**config.mk**
```make
export PLATFORM = sky130hd
export DESIGN_NAME = serial_adder
export DESIGN_NICKNAME = d
export VERILOG_FILES = /design/src/rtl/serial_adder_pkg.sv /design/src/rtl/fa_cell.sv /design/src/rtl/ha_cell.sv /design/src/rtl/serial_adder.sv
export SDC_FILE = /design/constraint.sdc
export NUM_CORES = 1
export LEC_CHECK = 0
export CORE_MARGIN = 4
export CORE_UTILIZATION = 40
export DETAILED_ROUTE_END_ITERATION = 8
export DONT_BUFFER_PORTS = 1
export GPL_ROUTABILITY_DRIVEN = 0
export GPL_TIMING_DRIVEN = 0
export PLACE_DENSITY = 0.51
export SYNTH_ARGS = -nofsm -noshare
export SYNTH_HDL_FRONTEND = slang
export SYNTH_HIERARCHICAL = 1
export SYNTH_SLANG_ARGS = --single-unit
```
**constraint.sdc**
```tcl
create_clock -name clk -period 4.69 [get_ports clk]
set_clock_uncertainty 0.2 [all_clocks]
set_input_delay 0 -clock clk [delete_from_list [all_inputs] [get_ports clk]]
set_output_delay 0 -clock clk [all_outputs]
set_load 0.05 [all_outputs]
```
**src/rtl/serial_adder_pkg.sv**
```systemverilog
// Shared definitions for the bit-serial adder: FSM state encoding and default width.
package serial_adder_pkg;

    // Default operand width in bits
    localparam int DEFAULT_WIDTH = 8;

    // Controller states
    typedef enum logic [1:0] {
        IDLE = 2'd0,
        ADD  = 2'd1,
        DONE = 2'd2
    } state_e;

endpackage

```
**src/rtl/fa_cell.sv**
```systemverilog
// Full adder made of two half adders, with an OR gate merging their carries.
module fa_cell (
    input  logic a,
    input  logic b,
    input  logic cin,
    output logic sum,
    output logic cout
);

    logic s0;
    logic c0;
    logic c1;

    ha_cell u_ha0 (
        .x (a),
        .y (b),
        .s (s0),
        .c (c0)
    );

    ha_cell u_ha1 (
        .x (s0),
        .y (cin),
        .s (sum),
        .c (c1)
    );

    assign cout = c0 | c1;

endmodule

```
**src/rtl/ha_cell.sv**
```systemverilog
// Half adder: building block for the full-adder cell.
module ha_cell (
    input  logic x,
    input  logic y,
    output logic s,
    output logic c
);

    assign s = x ^ y;
    assign c = x & y;

endmodule

```
**src/rtl/serial_adder.sv**
```systemverilog
// Bit-serial adder: adds a + b + cin one bit per clock, LSB first, using a
// single full-adder cell. The result appears with a one-cycle done pulse and
// is held until the next accepted start.
module serial_adder
    import serial_adder_pkg::*;
#(
    parameter int N = DEFAULT_WIDTH
) (
    input  logic         clk,
    input  logic         rst_n,
    input  logic         start,
    input  logic [N-1:0] a,
    input  logic [N-1:0] b,
    input  logic         cin,
    output logic [N-1:0] sum,
    output logic         cout,
    output logic         busy,
    output logic         done
);

    localparam int CW = $clog2(N);

    state_e        state_q, state_d;
    logic [N-1:0]  a_q, a_d;
    logic [N-1:0]  b_q, b_d;
    logic [N-1:0]  sum_q, sum_d;
    logic          carry_q, carry_d;
    logic          cout_q, cout_d;
    logic [CW-1:0] cnt_q, cnt_d;

    logic          cell_sum;
    logic          cell_cout;

    fa_cell u_fa (
        .a    (a_q[0]),
        .b    (b_q[0]),
        .cin  (carry_q),
        .sum  (cell_sum),
        .cout (cell_cout)
    );

    // Next-state and datapath update; every register holds unless its state acts on it
    always_comb begin
        state_d = state_q;
        a_d     = a_q;
        b_d     = b_q;
        sum_d   = sum_q;
        carry_d = carry_q;
        cout_d  = cout_q;
        cnt_d   = cnt_q;
        case (state_q)
            IDLE: begin
                if (start) begin
                    a_d     = a;
                    b_d     = b;
                    carry_d = cin;
                    cnt_d   = '0;
                    sum_d   = '0;
                    cout_d  = 1'b0;
                    state_d = ADD;
                end
            end
            ADD: begin
                sum_d   = {cell_sum, sum_q[N-1:1]};
                a_d     = {1'b0, a_q[N-1:1]};
                b_d     = {1'b0, b_q[N-1:1]};
                carry_d = cell_cout;
                if (cnt_q == CW'(N - 1)) begin
                    cout_d  = cell_cout;
                    state_d = DONE;
                end else begin
                    cnt_d = cnt_q + CW'(1);
                end
            end
            DONE: begin
                state_d = IDLE;
            end
            default: begin
                state_d = IDLE;
            end
        endcase
    end

    // State and datapath registers, cleared immediately by reset
    always_ff @(posedge clk or negedge rst_n) begin
        if (!rst_n) begin
            state_q <= IDLE;
            a_q     <= '0;
            b_q     <= '0;
            sum_q   <= '0;
            carry_q <= 1'b0;
            cout_q  <= 1'b0;
            cnt_q   <= '0;
        end else begin
            state_q <= state_d;
            a_q     <= a_d;
            b_q     <= b_d;
            sum_q   <= sum_d;
            carry_q <= carry_d;
            cout_q  <= cout_d;
            cnt_q   <= cnt_d;
        end
    end

    assign sum  = sum_q;
    assign cout = cout_q;
    assign busy = (state_q == ADD) || (state_q == DONE);
    assign done = (state_q == DONE);

endmodule

```
Yosys cells after proc, flatten, opt, wreduce, memory -nomap -nowiden --
Cells that the tools add are included. Widths: inputs -> output; s select.
Operators by class: bitwise logic cells 5, $mul 0, mux-type cells 17, shift operators 0, reduce and logical (&&, ||, !) cells 7, add/sub/neg operators 1, divide/modulo/power cells 0, eq/ne operators 6, order comparisons 0
Operator list (number):
- $pmux 8 s2 | 3
- $mux 8 | 3
- $mux 3 | 2
- $ne 2x2->1 const B | 3
- $pmux 3 s2 | 1
- $reduce_and 3->1 | 2
- $mux 2 | 2
- $pmux 1 s2 | 2
- $pmux 2 s2 | 1
- $reduce_and 2->1 | 2
- $add 3x1->3 const B | 1
- $eq 3x3->1 const B | 1
- $mux 1 | 3
- $and 1x1->1 | 2
- $eq 2x1->1 const B | 1
- $eq 2x2->1 const B | 1
- $logic_not 2->1 | 1
- $reduce_bool 2->1 | 1
- $xor 1x1->1 | 2
- $logic_or 1x1->1 | 1
- $or 1x1->1 | 1
Word-level totals: ROM bits 0, output and inout bits 11, RAM bits 0, latch bits 0, flip-flop bits (word level) 31, word-level logic and storage cells 43, bits of input ports 20, memories kept 0

Logic depth before layout (Yosys ltp) --
depth in word-level cells 5, depth in mapped cells 8, gate-level depth less buffers 5

Modules after synthesis --
Netlist, hierarchy kept.
Modules (own cells, without submodules):
- serial_adder | cells each 173, area each 1705.4 µm², instances 1, sequential area each 775.7 µm²
- ha_cell | cells each 1, area each 12.5 µm², instances 2, sequential area each 0.0 µm²
- fa_cell | cells each 1, area each 6.3 µm², instances 1, sequential area each 0.0 µm²

Least setup slack after synthesis --
No wires, ideal clock.
kind register -> register, from reg state_q[0], to reg a_q[6], buffers on the path 3, clock period less this slack 1809 ps, arrival time 1483 ps, slack 2881 ps, stages on the path, launching flop included 8, data required time 4364 ps, library setup time 126 ps, cell sequence dfrtp_1 inv_1 ha_1 buf_6 nor2b_4 buf_6 buf_4 a221o_1
Between the ends: cells in the longest elaborated chain, start to end 3, elaborated cells on any way between the ends 6, classes of those cells 2 x eq/ne; 1 x mux; 3 x reduce/logical
Ends and longest elaborated chain:
- start: declaration | RTL line serial_adder.sv:23 | state_e state_q, state_d;
- start signal: assignment | RTL line serial_adder.sv:95 | state_q <= state_d;
- $eq 2x1->1 / $logic_not 2->1 (equally long branches) | RTL line serial_adder.sv:51 | case (state_q)
- $reduce_bool 2->1 (no line) / $ne 2x2->1 (equally long branches)
- $reduce_and 2->1 (no line)
- end signal: assignment | RTL line serial_adder.sv:88 | a_q <= '0;
- end signal: assignment | RTL line serial_adder.sv:96 | a_q <= a_d;
- end: declaration | RTL line serial_adder.sv:24 | logic [N-1:0] a_q, a_d;
Several ways; a longest one is shown, not always the timed one. A chain may end at the register's enable or synchronous reset.

Worst setup path in the final report --
from reg state_q[0], to reg a_q[7]
The elaborated chain is that of the path after synthesis.

==> results by stage <==
Floorplan:
- The site row count is 23.
- The die extent in y is 73.9 µm.
- The die width is 73.9 µm.
- The core box area is ~0.004 mm².
- The overall die area is 0.00546 mm².
- The initial utilization of the core area, before any placement, comes to 0.425.
- 31 I/O pins were placed.

Synthesis:
- After synthesis, the mean cell area works out to 9.87 µm².
- Synthesis produced about 180 cells.
- The synthesized netlist occupies a cell area of around 0.0017 mm².
- The count of cell types in the netlist is 25.
- When the netlist entered floorplanning its net count stood at 206.
- During synthesis, Yosys emitted a total of 6 warnings.
- Among all flip-flop cells after synthesis, the most frequent one is dfrtp_1.
- Counting flops with an async set or reset pin after synthesis yields a share of 1.00.
- Yosys mapped a number of flops with a built-in enable equal to 0.
- In this run, synthesis produced a sequential element count of 31.
- For this run, the register share of the synthesized area comes to 0.447.

Timing:
- At the pin with the least slew margin, the transition time is 0.517 ns.
- The total negative slack for setup checks is 0 ns.
- Setup repair after global routing left no endpoint under its margin.
- Across all hold checks on the routed design, the worst slack comes to 0.0268 ns.
- For this run, the top clock speed supported by timing is 418 MHz.
- The clock period minus final worst setup slack is 2.39 ns.
- Setup violations remaining at the end of the flow were counted as 0.
- The post-route fraction of the period consumed by the critical path is 0.510.
- The max-slew headroom at the worst pin is 0.656.
- The slack of the critical path is 2.30 ns.
- The count of pins over their slew limit is 0.
- The final hold violation count came to 0.

Power and ir drop:
- The clock share of power is 0.195.
- IR analysis of the VDD net gives a maximum drop of 0.281 mV.
- After layout, the design draws a total of about 1.4 mW.
- The cell leakage power is 0.931 nW.
- The share of total power dissipated in combinational logic is 0.447.
- The design internal power is 0.818 mW.
- The areal power density over the cells is ~650 mW/mm².
- The switching component of the power is 0.586 mW.
- Of the total power, registers draw 0.358.
- Of the total power, the share spent switching nets is 0.417.

Routing:
- In the final routed layout, each cell accounts on average for 15.9 µm.
- The number of detailed-route iterations in the first pass is 4.
- The total vias in the final route is around 1500.
- The routed design has 4080 µm of wire.
- The count of nets left with antenna violations once routing finished came out at 0.
- In the routed layout, each cell is associated on average with a via count of 5.68.
- The detailed router finished its first iteration with a little under 100 violations.
- After detailed routing, the number of remaining DRC violations is 0.

Setup path:
- The required time at the endpoint of the critical path is 4.71 ns.
- The worst setup path is launched from a register.
- The signal on the critical path passes through inv_1 -> ha_1 -> buf_6 -> clkbuf_1 -> a31oi_1 -> o21ai_0 -> dlygate4sd3_1.
- The critical path is of the reg -> reg type.
- On the worst path, the slowest cell contributes a delay of 0.57 ns.
- STA puts the critical path data arrival time at 2.42 ns.
- In this design, the largest share of critical-path delay is due to buffers and inverters.
- The slowest cell on the critical path is dlygate4sd3_1.
- Together, buffers and inverters on the worst path number 4.
- The endpoint kind of the worst setup timing path is a register.
- In this run the worst path has a maximum fanout of 10.

Flow run:
- The number of max-capacitance violations reported is 0.

Finish:
- The sequential cell area is 776 µm².
- The net count of the finished layout is 235.
- The total non-filler cell area in the finished layout is 0.00216 mm².
- The total area of multi-input combinational cells is 856 µm².
- The final core area utilization is 0.528.
- The layout filler cell count is about 390.
- The relative area change from synthesis to final layout is 24.2%.
- The share of cells above drive strength 1 is 0.117.
- The number of standard cells in the layout, taps in and fillers out is roughly 260.
- The count of inserted antenna diode cells is 0.

GRT:
- The first-pass GRT wire length is approximately 6500 µm.
- The initial antenna violation count is 0.
- Entering global routing, the biggest net connects 32 pins.
- The number of global-route vias before repair was ~1400.
- After global routing the overflow that remains totals 0.
- The overall global routing resource usage is 0.158.

Clock network:
- In this run the clock root is driven by a clkbuf_8.
- The clock edge transition at the registers on the reported setup and hold paths is 0.07 ns.
- The clock passes through at most 2 buffers.
- The source-to-sink clock delay at the later pin of the worst-skew pair is roughly 0.28 ns.
- The hold buffer count at CTS is 22.
- The clock net in this run drives a total of 31 sinks.
- The CTS tree is yes.
- The maximum level of the CTS H-tree is 2.
- The CTS buffer count is 5.
- The post-cts repair resize count is 0.
- The number of buffers inserted to repair setup after CTS is 0.

Placement:
- The number of placed instances, taps included, is 226.
- The placed wire-length estimate is between 2000 and 3000 µm.
- The post-placement cell area is about 0.0018 mm².
- Input and output buffers added on the ports amount to 0.
- The post-placement worst setup slack is between 2 and 3 ns.

Status:
- The run finished with clean final reports.

Min path:
- The worst hold path class is in -> reg.
final timing paths:
kind / from / to / slack [ns] / depth (start not counted)
worst max-delay path: state_q[0] / a_q[7] / 2.30 / 7
worst min-delay path: start / sum[4] / 0.03 / 3
worst max register to register: state_q[0] / a_q[7] / 2.30 / 7
worst min register to register: b_q[7] / b_q[7] / 0.31 / 2
max in group asynchronous: rst_n / b_q[6] / 4.07 / 3
min in group asynchronous: rst_n / sum[0] / 0.05 / 3
layer usage:
layer,track usage,up-vias,share of wire
li1,-,693,-
met1,0.218,704,0.47
met2,0.239,46,0.45
met3,0.0438,10,0.069
met4,0.0523,0,0.013
met5,0,-,0
layout by cell type (no fill, tap or decap), types with 2 or more instances in the layout:
master,n
a21oi_1,16
a221o_1,15
a22o_1,3
a31oi_1,3
buf_12,2
buf_2,3
buf_4,2
buf_6,4
clkbuf_1,5
clkbuf_8,6
dfrtp_1,31
dlygate4sd3_1,20
ha_1,10
inv_1,3
nand2_1,21
nand2b_1,17
nand3_1,15
nor2b_1,4
nor2b_4,2
o21ai_0,13
o21ai_1,2
cells by family (layout without fill, tap and decap cells):
family	after synthesis	count (layout)	synth area share
AOI/OAI and AO/OA	54	54	0.210
muxes	2	2	0.0195
adders and majority gates	10	10	0.0720
DFF	31	31	0.447
buffers and inverters	17	47	0.0605
and+or+nand+nor	62	62	0.191
registers in the layout, summed over array words and instances (netlist names):
name,count
sum,8
cout,1
state_q,2
carry_q,1
cnt_q,3
b_q,8
a_q,8
synthesized netlist by cell type (2+ instances only):
master / n / area share
a21oi_1: 16 / 0.046
clkbuf_1: 5 / 0.011
a221o_1: 15 / 0.086
buf_6: 4 / 0.026
a31oi_1: 3 / 0.011
o21ai_1: 2 / 0.0058
nand2_1: 21 / 0.045
dfrtp_1: 31 / 0.45
o21ai_0: 13 / 0.037
ha_1: 10 / 0.072
nor2b_4: 2 / 0.016
inv_1: 3 / 0.0065
a22o_1: 3 / 0.015
nor2b_1: 4 / 0.014
nand3_1: 15 / 0.043
nand2b_1: 17 / 0.061
buf_4: 2 / 0.0086
buf_2: 3 / 0.0086
power by group through the flow:
stage | Combinational, mW | Clock, mW | Sequential (mW)
5_1_grt | 0.690 | 0.295 | 0.514
4_1_cts | 0.630 | 0.282 | 0.502
3_3_place_gp | 0.580 | 0 | 0.502
3_5_place_dp | 0.601 | 0 | 0.507
2_1_floorplan | 0.489 | 0 | 0.484
6_report | 0.628 | 0.274 | 0.502
final cells by class:
cell class              instances  area share
multi-input cells             128       0.397
clock inverters                 2      0.0162
well taps                      50      0.0290
plain buffers                  14      0.0435
repair buffers                 22       0.111
flip-flops and latches         31       0.360
inverters                       3     0.00522
clock buffers                   6      0.0383
worst min-delay path: cells and delay by family:
kind                   cells  cell delay [ns]
buffers and inverters      1             0.16
multiplexers               1             0.14
AO/OA/AOI/OAI              1             0.17
Note: power is estimated with default switching activity, not from simulation.
